`src/rtl/ps2_host_tx_if.sv`:
```
// Command-side handshake bundle for the PS/2 host transmitter.
// master = command source, slave = ps2_host_tx.
interface ps2_host_tx_if;
    logic [7:0] tx_data;
    logic       tx_valid;
    logic       tx_ready;
    logic       busy;
    logic       done;
    logic       err;

    modport master (
        output tx_data,
        output tx_valid,
        input  tx_ready,
        input  busy,
        input  done,
        input  err
    );

    modport slave (
        input  tx_data,
        input  tx_valid,
        output tx_ready,
        output busy,
        output done,
        output err
    );
endinterface

```
`src/rtl/ps2_host_tx.sv`:
```
// PS/2 host-to-device transmitter driving open-drain enables for ps2_clk/ps2_data.
// Define PS2_TX_RETRY_EN to re-send the latched byte after NACK/timeout up to MAX_RETRIES times.
module ps2_host_tx #(
    parameter int unsigned INHIBIT_CYCLES = 6500,
    parameter int unsigned TIMEOUT_CYCLES = 1300000,
    parameter int unsigned MAX_RETRIES    = 2
) (
    input  logic         clk,
    input  logic         rst,
    input  logic         ps2_clk_i,
    input  logic         ps2_data_i,
    output logic         ps2_clk_oe,
    output logic         ps2_data_oe,
    ps2_host_tx_if.slave tx
);
    localparam int unsigned InhW = (INHIBIT_CYCLES > 1) ? $clog2(INHIBIT_CYCLES) : 1;
    localparam int unsigned TmoW = (TIMEOUT_CYCLES > 0) ? $clog2(TIMEOUT_CYCLES + 1) : 1;

    typedef enum logic [2:0] {
        StIdle,
        StInhibit,
        StReq,
        StShift,
        StAck,
        StWaitIdle
    } state_e;

    state_e          state_q, state_d;
    logic [InhW-1:0] inh_cnt_q, inh_cnt_d;
    logic [TmoW-1:0] tmo_cnt_q, tmo_cnt_d;
    logic [3:0]      bit_cnt_q, bit_cnt_d;
    logic [9:0]      shift_q, shift_d;
    logic            clk_meta_q, clk_sync_q, clk_prev_q;
    logic            data_meta_q, data_sync_q;
    logic            idle, accept, fall, timeout, fail;
    logic            done_pulse, err_pulse;

`ifdef PS2_TX_RETRY_EN
    localparam int unsigned AttW = (MAX_RETRIES > 0) ? $clog2(MAX_RETRIES + 1) : 1;
    logic [AttW-1:0] attempt_q, attempt_d;
    logic [7:0]      byte_q, byte_d;
`else
    logic unused_max_retries;
    assign unused_max_retries = ^MAX_RETRIES;
`endif

    assign idle        = (state_q == StIdle);
    assign accept      = tx.tx_valid & idle;
    assign fall        = clk_prev_q & ~clk_sync_q;
    assign timeout     = (tmo_cnt_q == TmoW'(TIMEOUT_CYCLES));
    assign tx.tx_ready = idle;
    assign tx.busy     = ~idle;
    assign tx.done     = done_pulse;
    assign tx.err      = err_pulse;

    always_ff @(posedge clk) begin
        if (rst) begin
            clk_meta_q  <= 1'b0;
            clk_sync_q  <= 1'b0;
            clk_prev_q  <= 1'b0;
            data_meta_q <= 1'b0;
            data_sync_q <= 1'b0;
            state_q     <= StIdle;
            inh_cnt_q   <= '0;
            tmo_cnt_q   <= '0;
            bit_cnt_q   <= '0;
            shift_q     <= '0;
`ifdef PS2_TX_RETRY_EN
            attempt_q   <= '0;
            byte_q      <= '0;
`endif
        end else begin
            clk_meta_q  <= ps2_clk_i;
            clk_sync_q  <= clk_meta_q;
            clk_prev_q  <= clk_sync_q;
            data_meta_q <= ps2_data_i;
            data_sync_q <= data_meta_q;
            state_q     <= state_d;
            inh_cnt_q   <= inh_cnt_d;
            tmo_cnt_q   <= tmo_cnt_d;
            bit_cnt_q   <= bit_cnt_d;
            shift_q     <= shift_d;
`ifdef PS2_TX_RETRY_EN
            attempt_q   <= attempt_d;
            byte_q      <= byte_d;
`endif
        end
    end

    always_comb begin
        state_d     = state_q;
        inh_cnt_d   = inh_cnt_q;
        tmo_cnt_d   = tmo_cnt_q;
        bit_cnt_d   = bit_cnt_q;
        shift_d     = shift_q;
        ps2_clk_oe  = 1'b0;
        ps2_data_oe = 1'b0;
        done_pulse  = 1'b0;
        err_pulse   = 1'b0;
        fail        = 1'b0;
`ifdef PS2_TX_RETRY_EN
        attempt_d   = attempt_q;
        byte_d      = byte_q;
`endif
        // Saturating ack-window counter, live from REQ entry until the transfer ends.
        if ((state_q inside {StReq, StShift, StAck, StWaitIdle}) && !timeout) begin
            tmo_cnt_d = tmo_cnt_q + 1'b1;
        end

        unique case (state_q)
            StIdle: begin
                if (accept) begin
                    shift_d   = {1'b1, ~^tx.tx_data, tx.tx_data};
                    inh_cnt_d = '0;
                    state_d   = StInhibit;
`ifdef PS2_TX_RETRY_EN
                    attempt_d = '0;
                    byte_d    = tx.tx_data;
`endif
                end
            end
            StInhibit: begin
                ps2_clk_oe = 1'b1;
                tmo_cnt_d  = '0;
                bit_cnt_d  = '0;
                if (inh_cnt_q == InhW'(INHIBIT_CYCLES - 1)) begin
                    ps2_data_oe = 1'b1;
                    state_d     = StReq;
                end else begin
                    inh_cnt_d = inh_cnt_q + 1'b1;
                end
            end
            StReq: begin
                if (timeout) begin
                    fail = 1'b1;
                end else begin
                    ps2_data_oe = 1'b1;
                    if (fall) state_d = StShift;
                end
            end
            StShift: begin
                if (timeout) begin
                    fail = 1'b1;
                end else begin
                    ps2_data_oe = ~shift_q[0];
                    if (fall) begin
                        shift_d   = {1'b0, shift_q[9:1]};
                        bit_cnt_d = bit_cnt_q + 1'b1;
                        // Fall after parity presents the stop bit, which is a released line.
                        if (bit_cnt_q == 4'd8) state_d = StAck;
                    end
                end
            end
            StAck: begin
                if (timeout) begin
                    fail = 1'b1;
                end else if (fall) begin
                    if (data_sync_q) fail = 1'b1;
                    else             state_d = StWaitIdle;
                end
            end
            StWaitIdle: begin
                if (timeout) begin
                    fail = 1'b1;
                end else if (clk_sync_q && data_sync_q) begin
                    done_pulse = 1'b1;
                    state_d    = StIdle;
                end
            end
            default: state_d = StIdle;
        endcase

        if (fail) begin
`ifdef PS2_TX_RETRY_EN
            if (attempt_q < AttW'(MAX_RETRIES)) begin
                attempt_d = attempt_q + 1'b1;
                inh_cnt_d = '0;
                shift_d   = {1'b1, ~^byte_q, byte_q};
                state_d   = StInhibit;
            end else begin
                err_pulse = 1'b1;
                state_d   = StIdle;
            end
`else
            err_pulse = 1'b1;
            state_d   = StIdle;
`endif
        end
    end
endmodule
```
`src/flat_wrapper.sv`:
```
// flat-port wrapper written by rule: the top's interface ports become plain ports
module ps2_host_tx_flat 
#(
    parameter int unsigned INHIBIT_CYCLES = 6500,
    parameter int unsigned TIMEOUT_CYCLES = 1300000,
    parameter int unsigned MAX_RETRIES    = 2
)
  (clk, rst, ps2_clk_i, ps2_data_i, ps2_clk_oe, ps2_data_oe, tx_tx_data, tx_tx_valid, tx_tx_ready, tx_busy, tx_done, tx_err);
  ps2_host_tx_if tx_i ();
  input  logic clk;
  input  logic rst;
  input  logic ps2_clk_i;
  input  logic ps2_data_i;
  output logic ps2_clk_oe;
  output logic ps2_data_oe;
  input wire logic [$bits(tx_i.tx_data)-1:0] tx_tx_data;
  input wire logic [$bits(tx_i.tx_valid)-1:0] tx_tx_valid;
  output wire logic [$bits(tx_i.tx_ready)-1:0] tx_tx_ready;
  output wire logic [$bits(tx_i.busy)-1:0] tx_busy;
  output wire logic [$bits(tx_i.done)-1:0] tx_done;
  output wire logic [$bits(tx_i.err)-1:0] tx_err;
  assign tx_i.tx_data = tx_tx_data;
  assign tx_i.tx_valid = tx_tx_valid;
  assign tx_tx_ready = tx_i.tx_ready;
  assign tx_busy = tx_i.busy;
  assign tx_done = tx_i.done;
  assign tx_err = tx_i.err;
  ps2_host_tx #(.INHIBIT_CYCLES(INHIBIT_CYCLES), .TIMEOUT_CYCLES(TIMEOUT_CYCLES), .MAX_RETRIES(MAX_RETRIES)) u_core (.clk(clk), .rst(rst), .ps2_clk_i(ps2_clk_i), .ps2_data_i(ps2_data_i), .ps2_clk_oe(ps2_clk_oe), .ps2_data_oe(ps2_data_oe), .tx(tx_i));
endmodule
```
`config.mk`:
```
export PLATFORM = sky130hd
export DESIGN_NAME = ps2_host_tx_flat
export DESIGN_NICKNAME = d
export VERILOG_FILES = /design/src/rtl/ps2_host_tx_if.sv /design/src/rtl/ps2_host_tx.sv /design/src/flat_wrapper.sv
export SDC_FILE = /design/constraint.sdc
export NUM_CORES = 1
export LEC_CHECK = 0
export ABC_AREA = 0
export CORE_MARGIN = 5
export CORE_UTILIZATION = 45
export CTS_CLUSTER_SIZE = 10
export DETAILED_ROUTE_END_ITERATION = 12
export PLACE_DENSITY_LB_ADDON = 0.25
export SETUP_SLACK_MARGIN = 0.05
export SLEW_MARGIN = 20
export SYNTH_ARGS = -nofsm -noshare
export SYNTH_HDL_FRONTEND = slang
export SYNTH_SLANG_ARGS = --single-unit
```
`constraint.sdc`:
```
create_clock -name clk -period 4.25 [get_ports clk]
set_input_delay 0.85 -clock clk [delete_from_list [all_inputs] [get_ports clk]]
set_output_delay 0.85 -clock clk [all_outputs]
set_load 0.01 [all_outputs]
```
==> results of run 1 <==
## cell families (layout without fill, tap and decap cells)
logic type | count (synthesis) | after routing
AO/OA/AOI/OAI | 48 | 48
XOR/XNOR | 36 | 36
adder cells (fa/ha/maj) | 5 | 5
buffers and inverters | 29 | 44
flip-flops | 56 | 56
multiplexers | 4 | 4
AND/OR/NAND/NOR | 170 | 170
## synthesized netlist by cell type (9+ instances only)
master,instances
a21oi_1,13
clkbuf_1,9
dfxtp_1,56
inv_1,16
nand2_1,40
nand3_1,9
nand4_1,13
nor2_1,38
nor3_1,20
xnor2_1,23
xor2_1,13
## flip-flops by register name, indices dropped and copies added (netlist names)
signal / flops
u_core.inh_cnt_q: 13
u_core.bit_cnt_q: 4
u_core.clk_meta_q: 1
u_core.shift_q: 10
u_core.clk_prev_q: 1
u_core.data_sync_q: 1
u_core.tmo_cnt_q: 21
u_core.data_meta_q: 1
u_core.clk_sync_q: 1
u_core.state_q: 3
## critical path: stages (launching register included)
cell             delay [ns]
dfxtp_1                0.36
inv_1                  0.07
ha_1                   0.13
or4b_1                 0.50
or4_4                  0.49
o2111ai_2              0.23
nor2_1                 0.07
clkdlybuf4s50_1        0.49
## power by group through the flow
stage / clock network [mW] / registers, mW / logic (mW)
after floorplan: 0 / 0.609 / 0.323
after global placement: 0 / 0.644 / 0.399
after detailed placement: 0 / 0.645 / 0.403
after CTS: 0.311 / 0.633 / 0.405
after global routing: 0.331 / 0.641 / 0.444
final: 0.301 / 0.634 / 0.402
## path summary, 6_finish.rpt
path                                              to  cells after the start  slack [ns]
worst max-delay path                         tx_done                      7        0.75
worst min-delay path               u_core.clk_sync_q                      1        0.46
worst max register to register  u_core.tmo_cnt_q[20]                      4        1.73
worst min register to register     u_core.clk_sync_q                      1        0.46
## metal layers
metal | vias up | GRT usage
met4 | 0 | 0.04401
met3 | 6 | 0.03471
met5 | - | 0
met1 | 1129 | 0.1989
met2 | 53 | 0.2266
li1 | 1253 | -
## area by class of cell
class                      count  area (µm²)  area share
multi-input combinational    263        1743      0.5273
sequential                    56        1121      0.3391
timing repair buffer          20       195.2     0.05905
tap                           77       96.34     0.02914
clock buffer                   5       68.82     0.02082
inverter                      16       60.06     0.01817
clock inverter                 3       21.27    0.006435
==> run metrics, run 1 <==
CTS tree yes; Clock Tree Buf Depth 2; Nets 380; syn_nets approximately 370; Antenna Violating Nets Remaining 0; Synth Area in Simple Gates 0.3103; Resized Gates After CTS 0; ANT cells 0; vias in the first global route 2,242; initial antenna violation count 0; vias per inst ~5.5; met3 WL 252 µm; Rel. slew slack 0.4629; Synth Area per Inst roughly 8.5 µm²; share of the synthesized area in the top cell type 0.3768; Int Pwr 866.7 µW; Clock Root Buffer clkbuf_8; Die Area approximately 0.0083 mm²; Placement Rows 29; worst hold path type flip-flop to flip-flop; mapped cell area 0.002975 mm²; H-tree levels 2; Worst Setup End Kind output port; first-pass GRT wire length 10,190 µm; I/O pin total 19; clock buffer count from CTS 5; Place WS 1.100 ns; filler instances 590; FMAX 285.9 MHz; MaxCap Viol Count 0; Required @ worst endpoint 3.40 ns; Reg clk slew, reported paths 0.10 ns; worst flop-to-flop path startpoint u_core.state_q[1]; Clock Sink Count 56; DR vias 2,441; final period utilization 0.8230; adder-cell share of the synthesized area 0.02103; critical path data arrival time 2.65 ns; chip width 91.32 µm; commonest non-fill, non-tap cell in the layout dfxtp_1; WS Path Type flip-flop to output port; largest net degree at the start of global routing 22; total wire length 6051 µm; met2 routed WL 2785 µm; DRC 0; P_leak 1.103 nW; status finished, final reports clean; multiplexer share of the synthesized area 0.01346; hold bufs inserted after CTS 0; Final Max Slew Viols 0; Initial Util 0.4659; YS warnings 0; Placed Area roughly 0.0032 mm²; critical-path maximum fanout 4; worst setup margin 0.7522 ns; xor and xnor area share after synthesis 0.1060; HPWL Detailed around 4300 µm; Layout Area Growth over Synthesis 11.10%; setup total negative slack 0 ns; cells after synthesis 348; Initial DRC Count 165; post-synthesis register bit count 56; wire length per cell 13.75 µm; most frequent cells in the layout dfxtp_1, nand2_1, nor2_1; total grt overflow 0; main flop type after synthesis dfxtp_1; dpl cells roughly 430; worst vdd ir roughly 0.21 mV; Setup crit start u_core.tmo_cnt_q[0]; max layer used met4; Synth Area in Compound Gates 0.1350; Setup Skew a little under 0.01 ns; Period minus WS final 3.498 ns; First-pass DRT Iterations 4; layout cells sized above 1 0.07989; M1 WL 2953 µm; asr flop ratio synth 0; Least-Margin Pin Slew 0.7983 ns; chip height 91.32 µm; post-synthesis sequential area ratio 0.3768; fin cells 440; clk_lat worst skew 0.31 ns; Clk network pwr share 0.225; PortBufs 18; Post-synth EDFFs 0; final instance area 0.003306 mm²; Switching Fraction 0.3516; Pwr per Cell Area 404.3 mW/mm²; Combinational Power Share 0.300; Setup Fix Bufs, Post-CTS 0; Setup violations, final 0; core area 0.006386 mm²; RD Place Congestion 0.8398; largest area contributor in the netlist dfxtp_1; overall routing resource usage 0.1452; Total Power 1.337 mW; main combinational cell family by area after synthesis simple AND/OR/NAND/NOR gates; Hold Crit Start u_core.clk_meta_q; startpoint types flip-flop; Final Hold Slack 0.4582 ns; Reg power frac 0.474; Sw Pwr 469.9 µW; synth unique cells approximately 50; Final Hold Fails 0; final core occ 0.5176; top post-synthesis cells by area dfxtp_1, xnor2_1, nand2_1; RSZ-0062 raised after global routing no
Power figures use the tool's default switching activity.
==> run 2: changes to the inputs <==
==> constraint.sdc (replaced) <==
create_clock -name clk -period 3.2 [get_ports clk]
set_input_delay 0.64 -clock clk [delete_from_list [all_inputs] [get_ports clk]]
set_output_delay 0.64 -clock clk [all_outputs]
set_load 0.01 [all_outputs]
==> run 2 against run 1 <==
Compared with the run above: cell count grew 1.8%; largest cell class unchanged; utilization grew 1.3 points; first-iteration DRC count grew 7.9%; highest routed layer unchanged; routed wire length grew 2.0%.
==> run metrics, run 2 (same netlist as run 1, synthesis figures left out) <==
first-pass GRT wire length 10,850 µm (was 10,190 µm); Layout Area Growth over Synthesis 13.88% (was 11.10%); layout cells sized above 1 0.1078 (was 0.07989); Worst R2R Path Depth 4 (unchanged); Placed Area 0.003253 mm² (was 0.003216 mm²); Reg clk slew, reported paths 0.10 ns (about the same); final period utilization 0.9425; Clock Sink Count 56 (unchanged); I/O pin total 19 (unchanged); Clock Root Buffer clkbuf_8 (unchanged); RD Place Congestion 0.8378 (was 0.8398); worst vdd ir 0.3184 mV (was 0.2115 mV); clk_lat worst skew 0.31 ns (about the same); H-tree levels 2 (unchanged); core area 0.006386 mm² (unchanged); final instance area 0.003388 mm² (was 0.003306 mm²); Antenna Violating Nets Remaining 0 (unchanged); wire length per cell 13.78 µm (was 13.75 µm); Setup crit end ps2_data_oe (was tx_done); Worst Setup End Kind output port (unchanged); setup total negative slack 0 ns (unchanged); r2r endpoint u_core.tmo_cnt_q[20] (unchanged); vias per inst 5.536 (was 5.548); RSZ-0062 raised after global routing no (unchanged); MaxCap Viol Count 0 (unchanged); Setup Skew 0.007165 ns (was 0.009715 ns); status finished, final reports clean (unchanged); Total Power 1.792 mW (was 1.337 mW); overall routing resource usage 0.1529 (was 0.1452); Die Area 0.008338 mm² (unchanged); dpl cells 437 (was 432); total grt overflow 0 (unchanged); critical path data arrival time 2.38 ns (was 2.65 ns); commonest non-fill, non-tap cell in the layout dfxtp_1 (unchanged); fin cells 448 (was 440); critical-path maximum fanout 6 (was 4); Initial DRC Count 178 (was 165); Period minus WS final just over 3 ns; PortBufs 18 (unchanged); worst hold path type flip-flop to flip-flop (unchanged); startpoint types flip-flop (unchanged); Pwr per Cell Area 529.0 mW/mm² (was 404.3 mW/mm²); chip height 91.32 µm (unchanged); Initial Util 0.4659 (unchanged); DRC 0 (unchanged); total wire length 6173 µm (was 6051 µm); FMAX 331.6 MHz; P_leak 1.162 nW (was 1.103 nW); Clock Tree Buf Depth 2 (unchanged); chip width 91.32 µm (unchanged); most frequent cells in the layout dfxtp_1, nand2_1, nor2_1 (unchanged); Biggest register u_core.tmo_cnt_q (unchanged); First-pass DRT Iterations 4 (unchanged); Setup crit start u_core.tmo_cnt_q[6] (was u_core.tmo_cnt_q[0]); initial antenna violation count 0 (unchanged); DR vias 2,480 (was 2,441); worst flop-to-flop path startpoint u_core.state_q[1] (unchanged); ANT cells 0 (unchanged); Rel. slew slack 0.4924 (was 0.4629); Least-Margin Pin Slew 0.7544 ns (was 0.7983 ns); Final Max Slew Viols 0 (unchanged); clock buffer count from CTS 5 (unchanged); HPWL Detailed 4424 µm (was 4256 µm); setup slack, reg-to-reg 0.71 ns (was 1.73 ns); largest net degree at the start of global routing 22 (unchanged); Final Hold Fails 0 (unchanged); Largest register FFs 21 (unchanged); Top Registers u_core.tmo_cnt_q: 21 flops, u_core.inh_cnt_q: 13 flops, u_core.shift_q: 10 flops (unchanged); Placement Rows 29 (unchanged); vias in the first global route 2,297 (was 2,242); Nets 388 (was 380); Setup violations, final 0 (unchanged); CTS tree yes (unchanged); WS Path Type flip-flop to output port (unchanged); Required @ worst endpoint 2.56 ns (was 3.40 ns)
run 2: worst min path at each step:
stage | from | endpoint | slack, ns | cells past startpoint
after floorplan | u_core.clk_meta_q | u_core.clk_sync_q | 0.41 | 1
after global placement | u_core.clk_meta_q | u_core.clk_sync_q | 0.43 | 1
after detailed placement | u_core.data_meta_q | u_core.data_sync_q | 0.43 | 1
after CTS | u_core.data_meta_q | u_core.data_sync_q | 0.45 | 1
after global routing | u_core.clk_meta_q | u_core.clk_sync_q | 0.47 | 1
final | u_core.clk_meta_q | u_core.clk_sync_q | 0.45 | 1
run 2: power by group:
group	internal (mW)	leakage [nW]	switching, mW	total, mW
registers	0.762	0.456	0.0791	0.841
logic	0.251	0.665	0.310	0.561
clock network	0.156	0.0414	0.234	0.390
run 2: timing repair:
action / CTS / global route
gates cloned: 0 / 0
pin swaps: 0 / 3
resized for setup: 2 / 7
buffers inserted: 0 / 3
endpoints found under the setup margin: 2 / 2
hold buffers: 0 / 0
run 2: final cells by class:
class	count	area, µm²
clock buffers	6	72.57
clock inverters	2	16.27
fillers	608	2998
inverters	16	60.06
multi-input cells	263	1767
flip-flops and latches	56	1124
well taps	77	96.34
repair buffers	28	252.7
run 2: metrics by stage:
| stage | setup slack, ns | utilization | hold slack [ns] |
|---|---|---|---|
| 5_1_grt | 0.08427 | 0.5306 | 0.4713 |
| 4_1_cts | 0.06783 | 0.5237 | 0.4545 |
| 3_5_place_dp | 0.2683 | 0.5094 | 0.4296 |
| 2_1_floorplan | 0.8061 | - | 0.4138 |
| 6_report | 0.1840 | 0.5306 | 0.4497 |
| 3_3_place_gp | 0.3015 | 0.5094 | 0.4264 |
run 2: layer usage:
layer | vias to the layer above | track usage | routed length, µm
met1 | 1159 | 0.2157 | 3082
met4 | 0 | 0.04523 | 59
met3 | 6 | 0.02479 | 205
met2 | 44 | 0.2404 | 2825
li1 | 1271 | - | -
met5 | - | 0 | 0
run 2: critical path, stage by stage (launching register included):
cell	delay [ns]
dfxtp_1	0.37
or4_4	0.57
nor4_4	0.32
nand2_1	0.15
nand3_1	0.11
a21oi_1	0.08
clkdlybuf4s50_1	0.48
